**src/rtl/alu_pkg.sv**
```systemverilog
// ALU controller shared definitions: opcodes, FSM states,
// instruction header field offsets and a decode helper.
package alu_pkg;

    localparam logic [3:0] OP_NOP  = 4'b0000;
    localparam logic [3:0] OP_LDI  = 4'b0001;
    localparam logic [3:0] OP_ADD  = 4'b0010;
    localparam logic [3:0] OP_SUB  = 4'b0011;
    localparam logic [3:0] OP_AND  = 4'b0100;
    localparam logic [3:0] OP_OR   = 4'b0101;
    localparam logic [3:0] OP_XOR  = 4'b0110;
    localparam logic [3:0] OP_NOTA = 4'b0111;

    // Header sits above the immediate: {opcode, dst, srca, srcb}
    localparam int HDR_W    = 10;
    localparam int OPC_LSB  = 6;
    localparam int DST_LSB  = 4;
    localparam int SRCA_LSB = 2;
    localparam int SRCB_LSB = 0;

    typedef enum logic [1:0] {
        ST_IDLE  = 2'd0,
        ST_ISSUE = 2'd1,
        ST_WAIT  = 2'd2,
        ST_WB    = 2'd3
    } state_e;

    function automatic logic is_alu_op(input logic [3:0] opc);
        logic r;
        r = 1'b0;
        case (opc)
            OP_ADD, OP_SUB, OP_AND,
            OP_OR, OP_XOR, OP_NOTA: r = 1'b1;
            default:                r = 1'b0;
        endcase
        return r;
    endfunction

endpackage

```
**src/rtl/alu_ctrl_if.sv**
```systemverilog
// Instruction offer/accept handshake between an issuer
// (master) and the ALU controller (slave).
interface alu_ctrl_if #(
    parameter int WIDTH = 8
);
    logic             INSTR_VALID;
    logic [WIDTH+9:0] INSTR;
    logic             INSTR_READY;

    modport master (
        output INSTR_VALID,
        output INSTR,
        input  INSTR_READY
    );

    modport slave (
        input  INSTR_VALID,
        input  INSTR,
        output INSTR_READY
    );
endinterface

```
**src/rtl/alu_regfile.sv**
```systemverilog
// Four-entry register file: one synchronous write port,
// two combinational read ports, cleared by reset.
module alu_regfile #(
    parameter int WIDTH = 8
) (
    input  logic             CLK,
    input  logic             RST,
    input  logic             we_i,
    input  logic [1:0]       waddr_i,
    input  logic [WIDTH-1:0] wdata_i,
    input  logic [1:0]       raddr_a_i,
    input  logic [1:0]       raddr_b_i,
    output logic [WIDTH-1:0] rdata_a_o,
    output logic [WIDTH-1:0] rdata_b_o
);

    logic [WIDTH-1:0] regs_q [4];

    // Register storage with synchronous clear
    always_ff @(posedge CLK) begin
        if (RST) begin
            for (int i = 0; i < 4; i++) begin
                regs_q[i] <= '0;
            end
        end else if (we_i) begin
            regs_q[waddr_i] <= wdata_i;
        end
    end

    assign rdata_a_o = regs_q[raddr_a_i];
    assign rdata_b_o = regs_q[raddr_b_i];

endmodule

```
**src/rtl/alu_ctrl.sv**
```systemverilog
// ALU sequencing controller: accepts instructions, drives an
// external ALU through ISSUE/WAIT/WB and writes results back.
module alu_ctrl
    import alu_pkg::*;
#(
    parameter int WIDTH   = 8,
    parameter int ALU_LAT = 2
) (
    input  logic             CLK,
    input  logic             RST,
    alu_ctrl_if.slave        ibus,
    output logic             ALU_EN,
    output logic             ALU_OE,
    output logic [3:0]       ALU_OPCODE,
    output logic [WIDTH-1:0] ALU_A,
    output logic [WIDTH-1:0] ALU_B,
    input  logic [WIDTH-1:0] ALU_OUT,
    input  logic             CF,
    input  logic             OF,
    input  logic             SF,
    input  logic             ZF,
    output logic             RES_VALID,
    output logic [WIDTH-1:0] RES,
    output logic [3:0]       FLAGS,
    output logic             ERR,
    output logic             BUSY
);

    localparam int CW = (ALU_LAT > 1) ? $clog2(ALU_LAT) : 1;
    localparam int LOAD = (ALU_LAT > 1) ? ALU_LAT - 2 : 0;

    state_e           state_q, state_d;
    logic [CW-1:0]    cnt_q, cnt_d;
    logic [3:0]       opc_q, opc_d;
    logic [WIDTH-1:0] a_q, a_d;
    logic [WIDTH-1:0] b_q, b_d;
    logic [1:0]       dst_q, dst_d;
    logic [WIDTH-1:0] res_q, res_d;
    logic [3:0]       flags_q, flags_d;
    logic             rv_q, rv_d;
    logic             err_q, err_d;

    logic [HDR_W-1:0] hdr;
    logic [3:0]       in_opc;
    logic [1:0]       in_dst;
    logic [1:0]       in_srca;
    logic [1:0]       in_srcb;
    logic [WIDTH-1:0] in_imm;
    logic             xfer;

    logic             rf_we;
    logic [1:0]       rf_waddr;
    logic [WIDTH-1:0] rf_wdata;
    logic [WIDTH-1:0] rd_a;
    logic [WIDTH-1:0] rd_b;

    assign hdr     = ibus.INSTR[WIDTH +: HDR_W];
    assign in_opc  = hdr[OPC_LSB +: 4];
    assign in_dst  = hdr[DST_LSB +: 2];
    assign in_srca = hdr[SRCA_LSB +: 2];
    assign in_srcb = hdr[SRCB_LSB +: 2];
    assign in_imm  = ibus.INSTR[WIDTH-1:0];

    assign ibus.INSTR_READY = (state_q == ST_IDLE);
    assign xfer = ibus.INSTR_VALID && ibus.INSTR_READY;

    alu_regfile #(
        .WIDTH (WIDTH)
    ) u_rf (
        .CLK       (CLK),
        .RST       (RST),
        .we_i      (rf_we),
        .waddr_i   (rf_waddr),
        .wdata_i   (rf_wdata),
        .raddr_a_i (in_srca),
        .raddr_b_i (in_srcb),
        .rdata_a_o (rd_a),
        .rdata_b_o (rd_b)
    );

    // Next state, operand latching, write-back and result pulses
    always_comb begin
        state_d  = state_q;
        cnt_d    = cnt_q;
        opc_d    = opc_q;
        a_d      = a_q;
        b_d      = b_q;
        dst_d    = dst_q;
        res_d    = res_q;
        flags_d  = flags_q;
        rv_d     = 1'b0;
        err_d    = 1'b0;
        rf_we    = 1'b0;
        rf_waddr = dst_q;
        rf_wdata = ALU_OUT;
        unique case (state_q)
            ST_IDLE: begin
                if (xfer) begin
                    if (is_alu_op(in_opc)) begin
                        state_d = ST_ISSUE;
                        opc_d   = in_opc;
                        a_d     = rd_a;
                        b_d     = rd_b;
                        dst_d   = in_dst;
                    end else if (in_opc == OP_LDI) begin
                        rf_we    = 1'b1;
                        rf_waddr = in_dst;
                        rf_wdata = in_imm;
                        res_d    = in_imm;
                        rv_d     = 1'b1;
                    end else if (in_opc != OP_NOP) begin
                        err_d = 1'b1;
                    end
                end
            end
            ST_ISSUE: begin
                if (ALU_LAT > 1) begin
                    state_d = ST_WAIT;
                    cnt_d   = CW'(LOAD);
                end else begin
                    state_d = ST_WB;
                end
            end
            ST_WAIT: begin
                if (cnt_q == '0) begin
                    state_d = ST_WB;
                end else begin
                    cnt_d = cnt_q - CW'(1);
                end
            end
            ST_WB: begin
                rf_we   = 1'b1;
                res_d   = ALU_OUT;
                flags_d = {CF, OF, SF, ZF};
                rv_d    = 1'b1;
                opc_d   = '0;
                a_d     = '0;
                b_d     = '0;
                state_d = ST_IDLE;
            end
            default: state_d = ST_IDLE;
        endcase
    end

    // State and datapath registers; reset abandons any operation
    always_ff @(posedge CLK) begin
        if (RST) begin
            state_q <= ST_IDLE;
            cnt_q   <= '0;
            opc_q   <= '0;
            a_q     <= '0;
            b_q     <= '0;
            dst_q   <= '0;
            res_q   <= '0;
            flags_q <= '0;
            rv_q    <= 1'b0;
            err_q   <= 1'b0;
        end else begin
            state_q <= state_d;
            cnt_q   <= cnt_d;
            opc_q   <= opc_d;
            a_q     <= a_d;
            b_q     <= b_d;
            dst_q   <= dst_d;
            res_q   <= res_d;
            flags_q <= flags_d;
            rv_q    <= rv_d;
            err_q   <= err_d;
        end
    end

    assign BUSY       = (state_q != ST_IDLE);
    assign ALU_EN     = BUSY;
    assign ALU_OE     = BUSY;
    assign ALU_OPCODE = opc_q;
    assign ALU_A      = a_q;
    assign ALU_B      = b_q;
    assign RES        = res_q;
    assign FLAGS      = flags_q;
    assign RES_VALID  = rv_q;
    assign ERR        = err_q;

endmodule

```
**src/flat_wrapper.sv**
```systemverilog
// flat-port wrapper written by rule: the top's interface ports become plain ports
module alu_ctrl_flat import alu_pkg::*;
#(
    parameter int WIDTH   = 8,
    parameter int ALU_LAT = 2
)
  (CLK, RST, ALU_EN, ALU_OE, ALU_OPCODE, ALU_A, ALU_B, ALU_OUT, CF, OF, SF, ZF, RES_VALID, RES, FLAGS, ERR, BUSY, ibus_INSTR_VALID, ibus_INSTR, ibus_INSTR_READY);
  alu_ctrl_if #(.WIDTH(WIDTH)) ibus_i ();
  input  logic CLK;
  input  logic RST;
  output logic ALU_EN;
  output logic ALU_OE;
  output logic [3:0] ALU_OPCODE;
  output logic [WIDTH-1:0] ALU_A;
  output logic [WIDTH-1:0] ALU_B;
  input  logic [WIDTH-1:0] ALU_OUT;
  input  logic CF;
  input  logic OF;
  input  logic SF;
  input  logic ZF;
  output logic RES_VALID;
  output logic [WIDTH-1:0] RES;
  output logic [3:0] FLAGS;
  output logic ERR;
  output logic BUSY;
  input wire logic [$bits(ibus_i.INSTR_VALID)-1:0] ibus_INSTR_VALID;
  input wire logic [$bits(ibus_i.INSTR)-1:0] ibus_INSTR;
  output wire logic [$bits(ibus_i.INSTR_READY)-1:0] ibus_INSTR_READY;
  assign ibus_i.INSTR_VALID = ibus_INSTR_VALID;
  assign ibus_i.INSTR = ibus_INSTR;
  assign ibus_INSTR_READY = ibus_i.INSTR_READY;
  alu_ctrl #(.WIDTH(WIDTH), .ALU_LAT(ALU_LAT)) u_core (.CLK(CLK), .RST(RST), .ibus(ibus_i), .ALU_EN(ALU_EN), .ALU_OE(ALU_OE), .ALU_OPCODE(ALU_OPCODE), .ALU_A(ALU_A), .ALU_B(ALU_B), .ALU_OUT(ALU_OUT), .CF(CF), .OF(OF), .SF(SF), .ZF(ZF), .RES_VALID(RES_VALID), .RES(RES), .FLAGS(FLAGS), .ERR(ERR), .BUSY(BUSY));
endmodule
```
**config.mk**
```make
export PLATFORM = sky130hd
export DESIGN_NAME = alu_ctrl_flat
export DESIGN_NICKNAME = d
export VERILOG_FILES = /design/src/rtl/alu_pkg.sv /design/src/rtl/alu_ctrl_if.sv /design/src/rtl/alu_regfile.sv /design/src/rtl/alu_ctrl.sv /design/src/flat_wrapper.sv
export SDC_FILE = /design/constraint.sdc
export NUM_CORES = 1
export LEC_CHECK = 0
export ABC_AREA = 1
export CAP_MARGIN = 20
export CORE_ASPECT_RATIO = 1.4
export CORE_MARGIN = 2
export CORE_UTILIZATION = 52
export CTS_CLUSTER_DIAMETER = 40
export DETAILED_ROUTE_END_ITERATION = 7
export GPL_TIMING_DRIVEN = 0
export PLACE_DENSITY = 0.8
export SYNTH_ARGS = -nofsm -noshare
export SYNTH_HDL_FRONTEND = slang
export SYNTH_HIERARCHICAL = 1
export SYNTH_SLANG_ARGS = --single-unit
```
**constraint.sdc**
```tcl
create_clock -name CLK -period 2.9 [get_ports CLK]
set_input_delay 0.29 -clock CLK [delete_from_list [all_inputs] [get_ports CLK]]
set_output_delay 0.29 -clock CLK [all_outputs]
set_load 0.005 [all_outputs]
```
# ---- Word level (Yosys, flattened, before mapping)
# Memory sizes are Yosys's and may differ from the RTL's.
# Cells that the tools add are included.
dict set report word_totals {
  output_inout_bits 38
  mem_bits_rw 32
  input_bits 33
  ff_bits 39
  mem_count 1
}
dict set report op_classes {
  n_addsub 1
  n_mux 43
  n_bitwise 2
  reduce_logical 13
  n_eq_ne 15
}
# name words word_bits rd rd_ports_with_merged_regs write_ports line
set mem_list {}
lappend mem_list {u_core.u_rf.regs_q 4 8 2 0 4 alu_regfile.sv:17} ;# logic [WIDTH-1:0] regs_q [4];
# op count
set ops {}
lappend ops {{$mux W8} 12}
lappend ops {{$pmux W8 S2} 3}
lappend ops {{$eq A4 B3 Y1 const B} 4}
lappend ops {{$mux W2} 8}
lappend ops {{$mux W1} 14}
lappend ops {{$ne A2 B2 Y1 const B} 5}
lappend ops {{$reduce_and A3 Y1} 3}
lappend ops {{$eq A4 B2 Y1 const B} 2}
lappend ops {{$mux W4} 2}
lappend ops {{$pmux W2 S4} 1}
lappend ops {{$pmux W4 S2} 1}
lappend ops {{$reduce_or A8 Y1} 1}
lappend ops {{$reduce_bool A2 Y1} 3}
lappend ops {{$reduce_or A6 Y1} 1}
lappend ops {{$reduce_or A5 Y1} 1}
lappend ops {{$eq A2 B2 Y1 const B} 2}
lappend ops {{$eq A4 B1 Y1 const B} 1}
lappend ops {{$pmux W1 S2} 2}
lappend ops {{$reduce_and A4 Y1} 1}
lappend ops {{$reduce_bool A4 Y1} 1}
lappend ops {{$eq A2 B1 Y1 const B} 1}
lappend ops {{$logic_not A2 Y1} 1}
lappend ops {{$not A1 Y1} 2}
lappend ops {{$logic_and A1 B1 Y1} 1}
lappend ops {{$sub A1 B1 Y1 const B} 1}

# ---- Longest topological paths before layout
dict set report depth {
  word_depth 13
  mapped_depth 13
  ltp_nobuf 11
}

# ---- By module
# Netlist, hierarchy kept.
# module seq_area_each_um2 instances area_each_um2 cells_each
set modules_own_cells {}
lappend modules_own_cells {alu_ctrl 760.7 1 1890.6 254}
lappend modules_own_cells {alu_regfile 960.9 1 1885.6 243}

# ---- Worst setup path after synthesis
# OpenSTA, ideal clock, no wires.
dict set report synth_timing {
  kind {flip-flop to flip-flop}
  from {register u_core.state_q[0]}
  to {memory u_core.u_rf.regs_q[2][0], enable pin}
  setup_ps 384
  synth_period_minus_slack_ps 2536
  slack_ps 364
  path_stages_with_launch 13
  arrival_ps 2152
  required_time_ps 2516
  cell_sequence {dfxtp_1 > inv_1 > ha_1 > buf_6 > nand2_4 > inv_4 > nand3_2 > clkbuf_1 > nand2_1 > nand2_1 > inv_1 > nand2_2 > o21ai_0}
}
# item line
set synth_lines {}
lappend synth_lines {{from (decl)} alu_ctrl.sv:32} ;# state_e state_q, state_d;
lappend synth_lines {{from (signal assigned)} alu_ctrl.sv:159} ;# state_q <= state_d;
lappend synth_lines {{to (decl)} alu_regfile.sv:17}

==> qor.txt <==
=======================================================================================
Aggregate routed wire length                                                    9360 um
Highest-count cells in the layout ignoring fill and taps                   121 x sky130_fd_sc_hd__nand2_1, 66 x sky130_fd_sc_hd__clkdlybuf4s50_1, 63 x sky130_fd_sc_hd__nand3_1
Final period utilization                                                          91.7%
Net Count, Synth                                                                    534
Overall die width                                                               76.0 um
Startpoint-to-endpoint class of the critical path                          flop to flop
Area growth syn-to-layout                                                         25.8%
Overall overflow remaining after global route                                         0
Post-Place Cell Area                                                           4560 um2
Placement-stage worst setup slack                                             -0.112 ns
Total die area                                                                 7970 um2
Number of library cell types mapped by synthesis                                     27
Floorplan row count                                                                  36
Worst hold margin                                                              0.421 ns
Seq/Total Area, Yosys                                                             45.6%
Clock latency reported for the late side of the worst-skew pair                 0.34 ns
Final Critical Period                                                           2.66 ns
Effective utilization at floorplan                                                54.1%
CP required                                                                     2.87 ns
Count of buffers from port buffering                                                 66
Vias in the first global route                                                    3,264
Number of violations reported at the end of detailed-routing iteration 0            291
P_leak                                                                          2.09 nW
Type of the most critical hold path                                        input pin to flop
Post-synthesis compound-gate area fraction                                        8.28%
Setup repair after global routing missed its margin                               false
Highest-delay cell along the critical path                                 sky130_fd_sc_hd__o21ai_1
Flops & latches, synth                                                               70
Most frequent standard cell in the layout excluding fill and tap cells     sky130_fd_sc_hd__nand2_1
Final Wtd Congestion                                                              0.887
Power density over cell area                                                 686 nW/um2
Clock sink count                                                                     70
Count of max-cap constraint violations                                                0
First-pass iteration count of the detailed router                                     5
Minimum setup slack in the final design                                        0.240 ns
Worst clock skew                                                             0.00751 ns
Slew of the pin with the lowest slew margin                                    0.698 ns
Post-CTS setup buffers                                                                0
DR vias/cell                                                                       5.19
Area of all placed cells without fillers                                       4750 um2
Yosys warns                                                                           6
Delay contributed by the slowest stage of the critical path                     0.59 ns
Total number of nets in the final design                                            611
Hold Vio Cnt, Final                                                                   0
Buffer depth of the longest clock path                                                2
Filler-free cell count of the finished design                                       674
Dominant combinational cell family by area after synthesis                 simple AND/OR/NAND/NOR gates
Max-slew violation count                                                              0
Area of the mapped netlist                                                     3780 um2
Total clock buffers created by CTS                                                    9
Number of vias after detailed routing                                             3,496
Adder-cell share of the synthesized area                                          1.33%
Gate count after technology mapping                                                 497
Avg Synthesized Cell Area                                                      7.60 um2
Initial antenna violation count                                                       0
Total global routing track utilization                                            24.0%
Nature of the critical path startpoint                                             flop
Max H-tree Level                                                                      3
Multiplexer fraction of the synthesized cell area                                    0%
Wire length of the first global-routing pass                                  15,300 um
Largest net degree at the start of global routing                                    13
Die Span Y                                                                       105 um
Register clock-pin slew on the reported worst setup and hold paths              0.08 ns
Hold buffers post-CTS                                                                 0
Crit path capture type                                                             flop
Peak Freq                                                                       376 MHz
DRC errors left                                                                       0
Critical path peak fanout                                                            10
Clock Tree Root                                                            sky130_fd_sc_hd__clkbuf_8
Area fraction in and, or, nand and nor cells after synthesis                      32.4%
Max VDD drop                                                                   0.564 mV
Remaining number of nets flagged by the antenna check after routing                   0
Post-CTS resize count                                                                 1
Average detailed-routed wire length per instance                                13.9 um
Tightest slew margin relative to the limit                                        53.2%
Num ports                                                                            71
Register-to-Register Setup Slack                                                0.24 ns
Clock tree from TritonCTS                                                           yes
Estimated wirelength of the detail-placed design                                7300 um
Post-synthesis xor/xnor area fraction                                                0%
Number of diodes                                                                      0
Core area                                                                      6980 um2
DP Cell Count                                                                       658
Final sum of negative setup slack                                                  0 ns
Fraction of layout instances using a drive strength above 1                       10.0%
Critical path arrival                                                           2.63 ns
Result of the run                                                             completed
Setup violation total in the final timing report                                      0
Critical path, cell by cell                                                inv_1, ha_1, buf_6, nand2_4, inv_4, nand3_2, clkbuf_1, nand2_1, nand2_1, inv_1, nand2_2, o21ai_1
=======================================================================================
==> layout make-up <==
class                      instances  area, um2
clock buffer                      11        163
inverter                          66        250
tap                               95        119
fill                             602       2230
timing repair buffer              66        661
multi-input combinational        330       1590
sequential                        70       1720
buffer                            31        216
clock inverter                     5       31.3
==> worst paths after layout <==
path	from	end	depth (start not counted)
worst max-delay path	u_core/state_q[0]	u_core/u_rf/regs_q[2][3]	12
worst min-delay path	ibus_INSTR[9]	u_core/ALU_B[3]	5
worst max register to register	u_core/state_q[0]	u_core/u_rf/regs_q[2][3]	12
worst min register to register	u_core/ALU_OPCODE[3]	u_core/ALU_OPCODE[3]	2
==> report_power, final <==
part           switching, mW  internal [mW]
logic                  0.676          0.595
registers             0.0640           1.17
clock network          0.371          0.383
total                   1.11           2.15
==> state kept, by name (all words and copies together), names as in the netlist <==
signal and cells:
u_core/ALU_A 8, u_core/ALU_B 8, u_core/ALU_OPCODE 4, u_core/ERR 1, u_core/FLAGS 4, u_core/RES 8, u_core/RES_VALID 1, u_core/dst_q 2
u_core/state_q 2, u_core/u_rf/regs_q 32
==> routing by layer <==
layer,routed length (um),up-vias,global-route usage [%]
met1,3590,1563,25.8
met4,480,0,16.1
met3,459,39,3.54
met5,0,-,0
met2,4830,135,43.2
li1,-,1759,-
==> cell usage after synthesis <==
cell type	n	area (um2)
sky130_fd_sc_hd__a21oi_1	29	145
sky130_fd_sc_hd__a21oi_4	2	32.5
sky130_fd_sc_hd__and2_1	1	6.26
sky130_fd_sc_hd__buf_2	11	55.1
sky130_fd_sc_hd__buf_4	7	52.6
sky130_fd_sc_hd__buf_6	8	90.1
sky130_fd_sc_hd__clkbuf_1	5	18.8
sky130_fd_sc_hd__dfxtp_1	38	761
sky130_fd_sc_hd__edfxtp_1	32	961
sky130_fd_sc_hd__ha_1	4	50.1
sky130_fd_sc_hd__inv_1	61	229
sky130_fd_sc_hd__inv_2	4	15.0
sky130_fd_sc_hd__inv_4	1	6.26
sky130_fd_sc_hd__nand2_1	121	454
sky130_fd_sc_hd__nand2_2	1	6.26
sky130_fd_sc_hd__nand2_4	2	22.5
sky130_fd_sc_hd__nand3_1	63	315
sky130_fd_sc_hd__nand3_2	1	10.0
sky130_fd_sc_hd__nand3_4	2	35.0
sky130_fd_sc_hd__nand4_1	19	119
sky130_fd_sc_hd__nor2_1	50	188
sky130_fd_sc_hd__nor2_2	1	6.26
sky130_fd_sc_hd__nor2_4	1	11.3
sky130_fd_sc_hd__nor3_1	9	45.0
sky130_fd_sc_hd__o21a_1	8	60.1
sky130_fd_sc_hd__o21ai_0	15	75.1
sky130_fd_sc_hd__or2_2	1	6.26
==> worst max-delay path, delay by kind of cell, from the launching register on <==
family          cells  cell delay, ns
buf+inv             5            0.68
simple gates        5            0.50
flops               1            0.32
fa+ha+maj           1            0.19
compound gates      1            0.59
==> cell families after synthesis <==
kind of cell,Yosys count
AND/OR/NAND/NOR,272
buffers and inverters,97
flip-flops,70
AO/OA/AOI/OAI,54
adder cells (fa/ha/maj),4
==> per-stage QoR <==
stage          utilization, %  power (mW)
4_1_cts                  68.0        3.27
3_3_place_gp             65.3        2.49
2_1_floorplan               -        2.05
3_5_place_dp             65.3        2.52
6_report                 68.0        3.26
5_1_grt                  68.0        3.44
Note: power is estimated with default switching activity, not from simulation.
